<file path="src/rtl/temp_pkg.sv">
// temp_pkg: shared types, constants and saturation helper for the temperature sensor front end.
package temp_pkg;
   typedef enum logic [1:0] {IDLE, SELECT, SHIFT, UPDATE} state_t;
   localparam int FRAME_BITS = 8;
   localparam logic [7:0] INVALID_CODE = 8'hFF;
   localparam logic [4:0] TEMP_MAX = 5'd31;
   localparam logic [4:0] TEMP_RESET = 5'd20;
   function automatic logic [4:0] saturate(input logic [9:0] sum);
      logic [7:0] avg;
      avg = 8'(sum >> 2);
      return (avg > 8'd31) ? TEMP_MAX : avg[4:0];
   endfunction
endpackage

</file>
<file path="src/rtl/moving_avg4.sv">
// moving_avg4: 4-deep sample history with priming load; presents the saturated average of the next history.
module moving_avg4
   import temp_pkg::*;
(
   input  logic                  clk,
   input  logic                  rst_n,
   input  logic                  load,
   input  logic                  prime,
   input  logic [FRAME_BITS-1:0] raw,
   output logic [4:0]            avg_next
);
   logic [3:0][FRAME_BITS-1:0] hist_q, hist_d;
   logic [9:0] sum;
   always_comb begin
      hist_d = prime ? {4{raw}} : load ? {hist_q[2:0], raw} : hist_q;
      sum = 10'(hist_d[0]) + 10'(hist_d[1]) + 10'(hist_d[2]) + 10'(hist_d[3]);
      avg_next = saturate(sum);
   end
   always_ff @(posedge clk or negedge rst_n)
      if (!rst_n) hist_q <= '0;
      else hist_q <= hist_d;
endmodule

</file>
<file path="src/rtl/temp_sensor_frontend.sv">
// temp_sensor_frontend: periodic bit-serial sensor read, 4-sample moving average,
// saturation to 0..31 and absent-sensor detection.
module temp_sensor_frontend
   import temp_pkg::*;
#(
   parameter int SAMPLE_PERIOD = 1000,
   parameter int FAULT_LIMIT = 3
) (
   input  logic       clk,
   input  logic       rst_n,
   output logic       sens_cs_n,
   output logic       sens_sclk,
   input  logic       sens_sdo,
   output logic [4:0] temperature,
   output logic       temp_valid,
   output logic       sensor_fault
);
   localparam int CW = $clog2(SAMPLE_PERIOD);
   localparam int FW = $clog2(FAULT_LIMIT + 1);
   state_t state_q, state_d;
   logic [3:0] k_q, k_d;
   logic [CW-1:0] cnt_q, cnt_d;
   logic [FRAME_BITS-1:0] sh_q, sh_d;
   logic [FW-1:0] fail_q, fail_d;
   logic [4:0] temp_q, temp_d, avg_next;
   logic cs_n_q, cs_n_d, sclk_q, sclk_d;
   logic valid_q, valid_d, fault_q, fault_d, primed_q, primed_d;
   logic tc, upd, bad, good;
   always_ff @(posedge clk or negedge rst_n)
      if (!rst_n) begin
         state_q <= IDLE;
         k_q <= '0;
         cs_n_q <= 1'b1;
         sclk_q <= 1'b0;
      end else begin
         state_q <= state_d;
         k_q <= k_d;
         cs_n_q <= cs_n_d;
         sclk_q <= sclk_d;
      end
   always_comb begin
      state_d = state_q;
      k_d = k_q;
      case (state_q)
         IDLE: if (tc) state_d = SELECT;
         SELECT: begin
            state_d = SHIFT;
            k_d = '0;
         end
         SHIFT: begin
            k_d = k_q + 4'd1;
            if (k_q == 4'd15) state_d = UPDATE;
         end
         default: state_d = IDLE;
      endcase
   end
   // Pins are registered from the next state so they line up with state_q.
   always_comb begin
      cs_n_d = !(state_d == SELECT || state_d == SHIFT);
      sclk_d = state_d == SHIFT && k_d[0];
   end
   assign tc = cnt_q == CW'(SAMPLE_PERIOD - 1);
   assign upd = state_q == UPDATE;
   assign bad = sh_q == INVALID_CODE;
   assign good = upd && !bad;
   always_comb begin
      cnt_d = tc ? '0 : cnt_q + CW'(1);
      sh_d = (state_q == SHIFT && k_q[0]) ? {sh_q[FRAME_BITS-2:0], sens_sdo} : sh_q;
      fail_d = good ? '0 : (upd && fail_q != FW'(FAULT_LIMIT)) ? fail_q + FW'(1) : fail_q;
      fault_d = upd ? (bad && fail_d == FW'(FAULT_LIMIT)) : fault_q;
      temp_d = good ? avg_next : temp_q;
      valid_d = good;
      primed_d = primed_q | good;
   end
   always_ff @(posedge clk or negedge rst_n)
      if (!rst_n) begin
         cnt_q <= '0;
         sh_q <= '0;
         fail_q <= '0;
         fault_q <= 1'b0;
         temp_q <= TEMP_RESET;
         valid_q <= 1'b0;
         primed_q <= 1'b0;
      end else begin
         cnt_q <= cnt_d;
         sh_q <= sh_d;
         fail_q <= fail_d;
         fault_q <= fault_d;
         temp_q <= temp_d;
         valid_q <= valid_d;
         primed_q <= primed_d;
      end
   moving_avg4 u_avg (
      .clk(clk),
      .rst_n(rst_n),
      .load(good),
      .prime(good && !primed_q),
      .raw(sh_q),
      .avg_next(avg_next)
   );
   assign sens_cs_n = cs_n_q;
   assign sens_sclk = sclk_q;
   assign temperature = temp_q;
   assign temp_valid = valid_q;
   assign sensor_fault = fault_q;
endmodule

</file>
<file path="config.mk">
export PLATFORM = sky130hd
export DESIGN_NAME = temp_sensor_frontend
export DESIGN_NICKNAME = d
export VERILOG_FILES = /design/src/rtl/temp_pkg.sv /design/src/rtl/moving_avg4.sv /design/src/rtl/temp_sensor_frontend.sv
export SDC_FILE = /design/constraint.sdc
export NUM_CORES = 1
export LEC_CHECK = 0
export CAP_MARGIN = 20
export CORE_MARGIN = 4
export CORE_UTILIZATION = 52
export CTS_CLUSTER_SIZE = 30
export DETAILED_ROUTE_END_ITERATION = 12
export GPL_TIMING_DRIVEN = 0
export PLACE_DENSITY = 0.67
export SYNTH_ARGS = -nofsm -noshare
export SYNTH_HDL_FRONTEND = slang
export SYNTH_HIERARCHICAL = 1
export SYNTH_SLANG_ARGS = --single-unit
</file>
<file path="constraint.sdc">
create_clock -name clk -period 6 [get_ports clk]
set_input_delay 0.9 -clock clk [delete_from_list [all_inputs] [get_ports clk]]
set_output_delay 0.9 -clock clk [all_outputs]
set_load 0.02 [all_outputs]
</file>
### After elaboration in Yosys (flattened, before gate mapping)

Cells that the tools add are included.

* reduce and logical (&&, ||, !) cells: 12
* div/mod/pow operators: 0
* equal/unequal tests: 10
* $lt $le $gt $ge: 1
* $mul: 0
* muxes and demuxes: 10
* bitwise operators: 1
* add/sub/neg operators: 6
* shift-type cells: 0

Operator list (count)
* 32-bit 2-to-1 mux: 2
* 10-bit by 8-bit adder with 10-bit output: 2
* 10-bit by 1-bit adder with 10-bit output (second input constant): 1
* 10-bit equality test (second input constant): 1
* 10-bit 2-to-1 mux: 1
* 8-bit by 8-bit adder with 9-bit output: 1
* 2-bit equality test (second input constant): 4
* 8-bit equality test (second input constant): 1
* 8-bit by 5-bit greater-than comparator with 1-bit output (second input constant): 1
* 2-bit 2-to-1 mux: 4
* 4-bit one-hot mux with 2 select lines: 1
* 1-bit logical AND: 6
* 2-bit one-hot mux with 3 select lines: 1
* 5-bit 2-to-1 mux: 1
* 4-bit by 1-bit adder with 4-bit output (second input constant): 1
* 2-bit by 1-bit equality test with 1-bit output (second input constant): 2
* 4-bit equality test (second input constant): 1
* 1-bit logical NOT: 3
* 2-bit by 1-bit adder with 2-bit output (second input constant): 1
* 2-bit logical NOT: 1
* 2-bit inequality test (second input constant): 1
* 2-bit nonzero test: 1
* 1-bit logical OR: 1
* 1-bit bitwise OR: 1

* latch bits: 0
* word-level logic and storage cells: 56
* input bits: 3
* register bits after elaboration: 68
* bits in read-only memories: 0
* memory bits (writable): 0
* output and inout port bits: 9
* memories: 0

### Depth between registers and ports, before layout

Gate-level depths: netlist of the first run.

* depth in word-level cells: 10
* depth in mapped cells: 17
* gate-level depth less buffers: 15

### Modules after synthesis

The synthesis of the first run kept the hierarchy.

By module, submodules not included
* moving_avg4: area each 2217.1 µm², cells each 214, instances 1, sequential area each 800.8 µm²
* temp_sensor_frontend: area each 1606.5 µm², cells each 133, instances 1, sequential area each 904.6 µm²

### Worst setup path after synthesis of the first run

OpenSTA, ideal clock, no wires.

* path type: register to register
* start: reg sh_q[6]
* end: reg temp_q[1] (netlist: temperature[1])
* data required time: 5.875 ns
* path buffers: 2
* stages on the path, launching flop included: 18
* data arrival time: 4.342 ns
* setup time: 0.125 ns
* setup slack: 1.534 ns
* clock period less this slack: 4.466 ns
* path through: dfrtp_1 nand4_1 o21ai_2 inv_1 buf_6 buf_6 nor2_2 mux2i_1 fa_1 inv_1 fa_1 nor4b_1 fa_1 a21oi_1 o211ai_1 a22oi_1 nand3_1 mux2_2

* word-level cells in the longest chain between the ends: 10
* elaborated cells between the ends (all ways): 11
* those cells by class: add/sub: 3; order compare: 1; eq/ne: 1; mux: 3; reduce/logical: 3

Ends and longest elaborated chain
* start, declared: line temp_sensor_frontend.sv:23 `logic [FRAME_BITS-1:0] sh_q, sh_d;`
* start signal, assigned: line temp_sensor_frontend.sv:78 `sh_q <= '0;`
* start signal, assigned: line temp_sensor_frontend.sv:86 `sh_q <= sh_d;`
* 8-bit equality test (*): line temp_sensor_frontend.sv:64 `assign bad = sh_q == INVALID_CODE;`
* 1-bit logical NOT (*): line temp_sensor_frontend.sv:65 `assign good = upd && !bad;`
* 1-bit logical AND (*): line temp_sensor_frontend.sv:65
* via good: line temp_sensor_frontend.sv:28 `logic tc, upd, bad, good;`
* 32-bit 2-to-1 mux / 1-bit logical AND (equally long branches): line moving_avg4.sv:15, temp_sensor_frontend.sv:97
* 32-bit 2-to-1 mux (*): line moving_avg4.sv:15 `hist_d = prime ? {4{raw}} : load ? {hist_q[2:0], raw} : hist_q;`
* 8-bit by 8-bit adder with 9-bit output: line moving_avg4.sv:16 `sum = 10'(hist_d[0]) + 10'(hist_d[1]) + 10'(hist_d[2]) + 10'(hist_d[3]);`
* 10-bit by 8-bit adder with 10-bit output: line moving_avg4.sv:16
* 10-bit by 8-bit adder with 10-bit output (*): line moving_avg4.sv:16
* 8-bit by 5-bit greater-than comparator with 1-bit output: line temp_pkg.sv:11 `return (avg > 8'd31) ? TEMP_MAX : avg[4:0];`
* 5-bit 2-to-1 mux (*): line temp_pkg.sv:11
* via avg_next[1]: line temp_sensor_frontend.sv:25 `logic [4:0] temp_q, temp_d, avg_next;`
* end signal, assigned: line temp_sensor_frontend.sv:89 `temp_q <= temp_d;`
* end, declared: line temp_sensor_frontend.sv:25

Mark *: on every way through the listed nets, which the timed path passes. The rest lies on a longest branch.
A chain may end at the register's enable or synchronous reset.

### Worst setup path after layout of the first run

* start: reg sh_q[0]
* end: reg temp_q[1] (netlist: temperature[1])

Same word-level chain as after synthesis.

==> impl_metrics.toml, run 1 <==
[cts]
cts_resized = 0
cts-root-buf = "clkbuf_8"
cts.sinks = 68
cts-buffers-inserted = 9
path_clk_slew_ns = 0.07
cts.path.max_buffers = 2
post-cts-setup-buffers = 0
cts_htree_levels = 3
clock_latency_ns = 0.34
tritoncts = "done"
ctsHoldBuffers = 0

[sta]
slew_headroom = 0.430
period_share = 0.893
skew_ns = 0.00789
finalMaxSlewViolations = 0
tightest_slew_ns = 0.854
rsz0062_at_grt = "no"
hold_viol = 0
finalSetupViolCount = 0
fmax_mhz = 187
fin_setup_tns_ns = 0
fin_crit_ns = 5.36

[power_and_ir_drop]
combPwrFrac = 0.011
switchingPower_mw = 0.180
p_clk_frac = 0.483
p_seq_frac = 0.506
p_leak_nw = 2.31
switching_share = 0.198
p_int_mw = 0.728
ir_worst_vdd_uv = 149
p_per_area_nw_per_um2 = 212
power_mw = 0.908

[synth]
synthSimpleGateAreaFrac = 0.109
synthDistinctLibCells = 50
ys_async_sr_fraction = 1.00
ys.flop_type = "dfrtp_1"
synth_top_area_cell = "dfrtp_1"
synthXorXnorAreaFrac = 0.0115
synthCells = 347
muxShareOfSynthArea = 0.137
avgSynthCellArea_um2 = 11.0
synth_edf_count = 0
ys_ff_latch = 68
ys.warnings.count = 6
synthAdderAreaFrac = 0.130
yosysTopAreaCellShare = 0.425
synth_compound_area_frac = 0.101
syn_area_um2 = 3820
ys_top_cells_by_area = "dfrtp_1, mux2_2, fa_1"
synth_fp_nets = 380
ys_seq_area_frac = 0.446
synth_top_family_by_area = "multiplexers"

[floorplanning]
io_pins = 12
coreArea_um2 = 6980
row_count = 30
die_w_um = 93.8
die-area_um2 = 8790
initial_core_util = 0.548
die_h_um = 93.8

[routing]
top_layer = "met4"
ant_nets = 0
routed_via_density = 5.37
via_count = 2524
routed_wl_mm = 6.87
drtIter0Drc = 98
met3_length_um = 214
drc_errors = 0
wl_met1_mm = 3.28
drt_pass1_iterations = 4
wl_per_cell_um = 14.6
route.met2.wl_mm = 3.25

[placement]
portBuffers = 11
hpwl_mm = 4.97
dpl_cell_area_um2 = 4050
gp_congestion = 0.786

[flow_run]
cap_violations = 0

[layout]
final_common_cell = "dfrtp_1"
diodes = 0
drive_above_1_share = 0.171
n_fill_cell = 587
syn2layout_area_growth_pct = 12.1
multiInputGateArea_um2 = 1860
finalInstanceArea_um2 = 4290
register_area_um2 = 1710
fin_nets = 402
mostFrequentLayoutCells = "dfrtp_1, inv_1, mux2_2"

[setup_path]
critPathMaxStageDelay_ns = 0.57
crit_top_cell = "fa_1"
crit_path_max_fanout = 10
path_class = "reg2reg"
path_cells = "nand4_1, o21ai_2, inv_1, buf_6, buf_6, nor2_2, mux2i_1, fa_1, inv_1, fa_1, nor4b_1, fa_1, a21o_1, nand4_1, a22oi_1, nand3_1, mux2_2"
cp_num_buf_inv = 4
cp_top_family = "adder cells"
cp_slowest_cell = "fa_1"
endpoint_kind = "flop"
cp_data_required_time_ns = 6.22
cp-start-kind = "flop"
crit_arrival_ns = 5.58

[global_routing]
grt_pass1_wl_mm = 12.5
grt_max_degree = 69
first_global_vias = 2630
antenna_found_initial = 0
grt_usage = 0.184
overflow = 0

[run_status]
outcome = "finished, final reports clean"

[min_path]
hp-class = "reg2reg"
## registers in the layout (all words and copies together) (netlist names)
signal and cells:
sensor_fault 1, temp_valid 1, temperature 5, u_avg/hist_q 32
sens_cs_n 1, sh_q 8, fail_q 2, k_q 4
sens_sclk 1, primed_q 1, state_q 2, cnt_q 10
## per-layer routing
| layer | vias to the layer above | global-route usage |
|---|---|---|
| met5 | - | 0 |
| met2 | 39 | 0.278 |
| met3 | 14 | 0.0529 |
| met1 | 1241 | 0.246 |
| li1 | 1230 | - |
| met4 | 0 | 0.0782 |
## stage by stage
step	setup WS (ns)	utilization	instances	hold WS [ns]
3_5_place_dp	0.567	0.580	454	0.456
6_report	0.642	0.614	470	0.476
3_3_place_gp	0.664	0.581	454	0.450
2_1_floorplan	1.53	-	347	0.435
4_1_cts	0.537	0.614	470	0.472
5_1_grt	0.220	0.614	470	0.513
## area by class of cell
type	instances	share of cell area
buffer	7	0.0102
inverter	56	0.0490
sequential	68	0.398
timing repair buffer	11	0.0251
clock inverter	3	0.0158
clock buffer	13	0.0394
tap	96	0.0280
multi-input combinational	216	0.435
## cells in the mapped netlist, types with 3 or more instances
master / number
nand4_1: 4
xor2_1: 3
dfstp_2: 3
a21boi_0: 3
dfrtp_1: 65
nand2b_1: 10
o21ai_0: 28
fa_1: 16
a21oi_1: 11
nor2_1: 9
mux2_2: 35
nand2_1: 8
inv_1: 56
or3_1: 4
mux2i_1: 13
and3_1: 3
nor2b_1: 5
nand3_1: 11
ha_1: 14
## final timing paths
path,start,to,slack (ns),depth (start not counted)
max in group asynchronous,rst_n,temperature[1]$_DFFE_PN0P_,4.78,1
min reg2reg,primed_q$_DFF_PN0_,primed_q$_DFF_PN0_,0.48,1
min in group asynchronous,rst_n,cnt_q[2]$_DFF_PN0_,0.64,1
max reg2reg,sh_q[0]$_DFFE_PN0P_,temperature[1]$_DFFE_PN0P_,0.64,17
min,primed_q$_DFF_PN0_,primed_q$_DFF_PN0_,0.48,1
max,sh_q[0]$_DFFE_PN0P_,temperature[1]$_DFFE_PN0P_,0.64,17
## logic make-up after synthesis
family	count (synthesis)
and+or+nand+nor	71
DFF	68
buffers and inverters	63
AOI/OAI and AO/OA	62
muxes	48
adders and majority gates	30
xor gates and xnor gates	5
## power groups by stage
stage | combinational, mW | sequential, mW | clock (mW)
floorplan | 0.000420 | 0.468 | 0
global placement | 0.0110 | 0.468 | 0
detailed placement | 0.0109 | 0.468 | 0
CTS | 0.0109 | 0.459 | 0.452
global route | 0.0123 | 0.459 | 0.478
finish | 0.0100 | 0.459 | 0.439
Note: power is estimated with default switching activity, not from simulation.
==> inputs of run 2 (changes only) <==
Settings changed: GPL_ROUTABILITY_DRIVEN set to 0, GPL_TIMING_DRIVEN 0 to 1.
Clock period 6 ns to 5.6 ns, I/O delays scaled along.
==> impl_metrics.toml, run 2 (synthesis gave the netlist of run 1 again) <==
[run_status]
outcome = "finished, final reports clean"

[sta]
skew_ns = 0.00504
fin_crit_ns = 4.98
period_share = 0.890
finalMaxSlewViolations = 0
finalSetupViolCount = 0
rsz0062_at_grt = "no"
slew_headroom = 0.423
tightest_slew_ns = 0.865
fmax_mhz = 201
hold_viol = 0
fin_setup_tns_ns = 0

[layout]
syn2layout_area_growth_pct = 11.4
fin_nets = 399
mostFrequentLayoutCells = "dfrtp_1, inv_1, mux2_2"
reg_top3 = "u_avg/hist_q x32, cnt_q x10, sh_q x8"
final_common_cell = "dfrtp_1"
regMostFlops = "u_avg/hist_q"
diodes = 0
largest_reg_flops = 32
drive_above_1_share = 0.175

[routing]
routed_via_density = 5.28
drtIter0Drc = 110
wl_per_cell_um = 14.6
via_count = 2468
drc_errors = 0
ant_nets = 0
drt_pass1_iterations = 4
routed_wl_mm = 6.81

[cts]
cts-buffers-inserted = 9
cts_resized = 0
path_clk_slew_ns = 0.07
post-cts-setup-buffers = 0
tritoncts = "done"
cts_htree_levels = 3
ctsHoldBuffers = 0
cts.sinks = 68
clock_latency_ns = 0.34
cts.path.max_buffers = 2
cts-root-buf = "clkbuf_8"

[floorplanning]
row_count = 30
coreArea_um2 = 6980
die-area_um2 = 8790
die_h_um = 93.8
initial_core_util = 0.548
die_w_um = 93.8
io_pins = 12

[flow_run]
cap_violations = 0

[setup_path]
cp_slowest_cell = "fa_1"
crit_arrival_ns = 5.21
path_class = "reg2reg"
crit_path_max_fanout = 14
endpoint_kind = "flop"
cp_data_required_time_ns = 5.83
cp_num_buf_inv = 3
cp_top_family = "adder cells"
path_cells = "ha_1, o21ai_2, inv_1, buf_4, mux2_2, o21ai_0, fa_1, fa_1, inv_1, ha_1, nor4_1, o211ai_1, a22oi_1, nand3_1, mux2_2"
critPathMaxStageDelay_ns = 0.54
cp-start-kind = "flop"

[placement]
hpwl_mm = 4.93
portBuffers = 11

[power_and_ir_drop]
power_mw = 0.958
ir_worst_vdd_uv = 123
p_per_area_nw_per_um2 = 225
p_leak_nw = 2.30

[min_path]
hp-class = "reg2reg"

[global_routing]
grt_max_degree = 69
antenna_found_initial = 0
overflow = 0
grt_usage = 0.175
grt_pass1_wl_mm = 12.0
first_global_vias = 2538
run 2: cell types whose count changed in the layout (fill, tap and decap cells not counted), sizes merged:
cell,previous run,this run
clkbuf,14,10
clkinv,0,4
buf,7,5
clkinvlp,1,0
run 2: path summary, 6_finish.rpt:
| kind | start | endpoint | slack [ns] | depth (start not counted) |
|---|---|---|---|---|
| max | state_q[0]$_DFF_PN0_ | temperature[1]$_DFFE_PN0P_ | 0.62 | 15 |
| min | primed_q$_DFF_PN0_ | primed_q$_DFF_PN0_ | 0.47 | 1 |
| max reg2reg | state_q[0]$_DFF_PN0_ | temperature[1]$_DFFE_PN0P_ | 0.62 | 15 |
| min reg2reg | primed_q$_DFF_PN0_ | primed_q$_DFF_PN0_ | 0.47 | 1 |
| max in group asynchronous | rst_n | temp_valid$_DFF_PN0_ | 4.35 | 2 |
| min in group asynchronous | rst_n | cnt_q[5]$_DFF_PN0_ | 0.70 | 2 |
run 2: final cells by class:
class	instances	area, µm²
inverters	56	210
flip-flops and latches	68	1710
multi-input cells	216	1860
well taps	96	120
fillers	601	2720
clock buffers	10	138
repair buffers	15	135
clock inverters	6	87.6
run 2: metal layers:
layer,track usage,up-vias,part of all wire,routed length [µm]
li1,-,1232,-,-
met1,0.237,1203,0.49,3310
met2,0.275,25,0.48,3270
met3,0.0337,8,0.021,141
met4,0.0722,0,0.013,91
met5,0,-,0,0
run 2: worst reg2reg max path, cell delays in order (launching register included):
cell      delay, ns
dfrtp_1        0.40
ha_1           0.29
o21ai_2        0.09
inv_1          0.44
buf_4          0.32
mux2_2         0.35
o21ai_0        0.31
fa_1           0.51
fa_1           0.54
inv_1          0.04
ha_1           0.18
nor4_1         0.48
o211ai_1       0.17
a22oi_1        0.37
nand3_1        0.12
mux2_2         0.28
run 2: report_power, final:
group          leakage, nW  switching, mW  internal [mW]
sequential           0.923       0.000710          0.491
clock                0.116          0.192          0.263
combinational         1.26        0.00948        0.00167
total                 2.30          0.202          0.756
run 2: metrics by stage:
stage	hold slack (ns)	instance area, µm²	setup WS [ns]	instances	utilization
CTS	0.474	4260	0.591	467	0.610
finish	0.473	4260	0.617	467	0.610
detailed placement	0.455	4040	0.604	451	0.578
floorplan	0.435	3820	1.13	347	-
global route	0.533	4260	0.216	467	0.610
global placement	0.451	4040	0.721	451	0.578
==> inputs of run 3 (changes only) <==
Settings changed: CORE_ASPECT_RATIO set to 0.8, SKIP_CTS_REPAIR_TIMING set to 1.
Clock period 5.6 ns to 6.4 ns, I/O delays scaled along.
==> impl_metrics.toml, run 3 (synthesis gave the netlist of run 1 again) <==
[sta]
hold_viol = 0
timing.final.ws_setup_ns = 1.28
finalSetupViolCount = 0
skew_ns = 0.0111
tightest_slew_ns = 0.849
slew_headroom = 0.434
fmax_mhz = 195
fin_setup_tns_ns = 0
rsz0062_at_grt = "no"
period_share = 0.799
hold_ws_ns = 0.474
finalMaxSlewViolations = 0
fin_crit_ns = 5.12

[layout]
drive_above_1_share = 0.165
regMostFlops = "u_avg/hist_q"
reg_top3 = "u_avg/hist_q x32, cnt_q x10, sh_q x8"
postLayoutCoreUtil = 0.601
final_cell_count_no_fill = 457
syn2layout_area_growth_pct = 10.5
finalInstanceArea_um2 = 4230
final_common_cell = "dfrtp_1"
largest_reg_flops = 32
diodes = 0
mostFrequentLayoutCells = "dfrtp_1, inv_1, mux2_2"
fin_nets = 398

[placement]
hpwl_mm = 4.98
place_ws_ns = 1.30
dpl_cell_area_um2 = 4020
placed_cells = 441
portBuffers = 11

[cts]
cts-root-buf = "clkbuf_8"
cts_htree_levels = 3
cts.path.max_buffers = 2
cts-buffers-inserted = 9
path_clk_slew_ns = 0.07
cts.sinks = 68
clock_latency_ns = 0.34
tritoncts = "done"

[setup_path]
cp_data_required_time_ns = 6.62
cp-start-kind = "flop"
critPathMaxStageDelay_ns = 0.54
crit_path_max_fanout = 31
endpoint_kind = "flop"
path_class = "reg2reg"
path_cells = "nand4_1, o21ai_2, nor2_1, buf_4, nor2_2, mux2i_1, fa_1, fa_1, inv_1, ha_1, nor4_1, o211ai_1, a22oi_1, nand3_1, mux2_2"
crit_arrival_ns = 5.34
cp_num_buf_inv = 2
crit_top_cell = "fa_1"
cp_top_family = "simple AND/OR/NAND/NOR gates"
cp_slowest_cell = "fa_1"

[power_and_ir_drop]
combPwrFrac = 0.012
p_per_area_nw_per_um2 = 193
power_mw = 0.815
p_clk_frac = 0.460
p_leak_nw = 2.28
p_int_mw = 0.652
switching_share = 0.201
p_seq_frac = 0.528
switchingPower_mw = 0.164
ir_worst_vdd_uv = 125

[global_routing]
grt_usage = 0.166
first_global_vias = 2479
grt_pass1_wl_mm = 11.8
overflow = 0
antenna_found_initial = 0
grt_max_degree = 69

[flow_run]
cap_violations = 0

[run_status]
outcome = "finished, final reports clean"

[min_path]
hp-class = "reg2reg"

[floorplanning]
row_count = 27
coreArea_um2 = 7030
io_pins = 12
die_w_um = 104
die_h_um = 84.7
die-area_um2 = 8800
initial_core_util = 0.544

[routing]
drc_errors = 0
via_count = 2509
wl_per_cell_um = 15.0
drt_pass1_iterations = 4
routed_via_density = 5.49
drtIter0Drc = 169
ant_nets = 0
routed_wl_mm = 6.84
==> run 3: final timing paths <==
kind | start | end | slack, ns | cells after the start
worst max-delay path | sh_q[6]$_DFFE_PN0P_ | temperature[1]$_DFFE_PN0P_ | 1.28 | 15
worst min-delay path | primed_q$_DFF_PN0_ | primed_q$_DFF_PN0_ | 0.47 | 1
worst max register to register | sh_q[6]$_DFFE_PN0P_ | temperature[1]$_DFFE_PN0P_ | 1.28 | 15
worst min register to register | primed_q$_DFF_PN0_ | primed_q$_DFF_PN0_ | 0.47 | 1
max in group asynchronous | rst_n | cnt_q[9]$_DFF_PN0_ | 5.03 | 2
min in group asynchronous | rst_n | k_q[3]$_DFFE_PN0N_ | 0.81 | 2
==> run 3: worst register-to-register path, delay by kind of cell (launching register included) <==
family | cells | cell delay, ns
buffers and inverters | 2 | 0.28
AO/OA/AOI/OAI | 3 | 0.99
adder cells (fa/ha/maj) | 3 | 1.21
AND/OR/NAND/NOR | 5 | 1.42
multiplexers | 2 | 0.68
flip-flops | 1 | 0.42
==> run 3: layout make-up <==
class,instances,area (µm²)
well taps,87,109
clock buffers,12,135
multi-input cells,216,1860
flip-flops and latches,68,1710
repair buffers,14,128
clock inverters,4,73.8
inverters,56,210
fillers,591,2800
==> run 3: power groups by stage <==
| stage | registers [mW] | clock network (mW) | logic, mW |
|---|---|---|---|
| global route | 0.430 | 0.407 | 0.0115 |
| finish | 0.430 | 0.375 | 0.00965 |
| detailed placement | 0.439 | 0 | 0.0103 |
| floorplan | 0.439 | 0 | 0.000394 |
| CTS | 0.430 | 0.388 | 0.0104 |
| global placement | 0.439 | 0 | 0.0104 |
==> run 3: routing by layer <==
metal / share of wire / routed length [µm] / global-route usage / vias to the layer above
met5: 0 / 0 / 0 / -
met1: 0.50 / 3390 / 0.231 / 1231
met3: 0.033 / 226 / 0.0400 / 11
li1: - / - / - / 1227
met4: 0.017 / 116 / 0.0604 / 0
met2: 0.45 / 3100 / 0.255 / 40
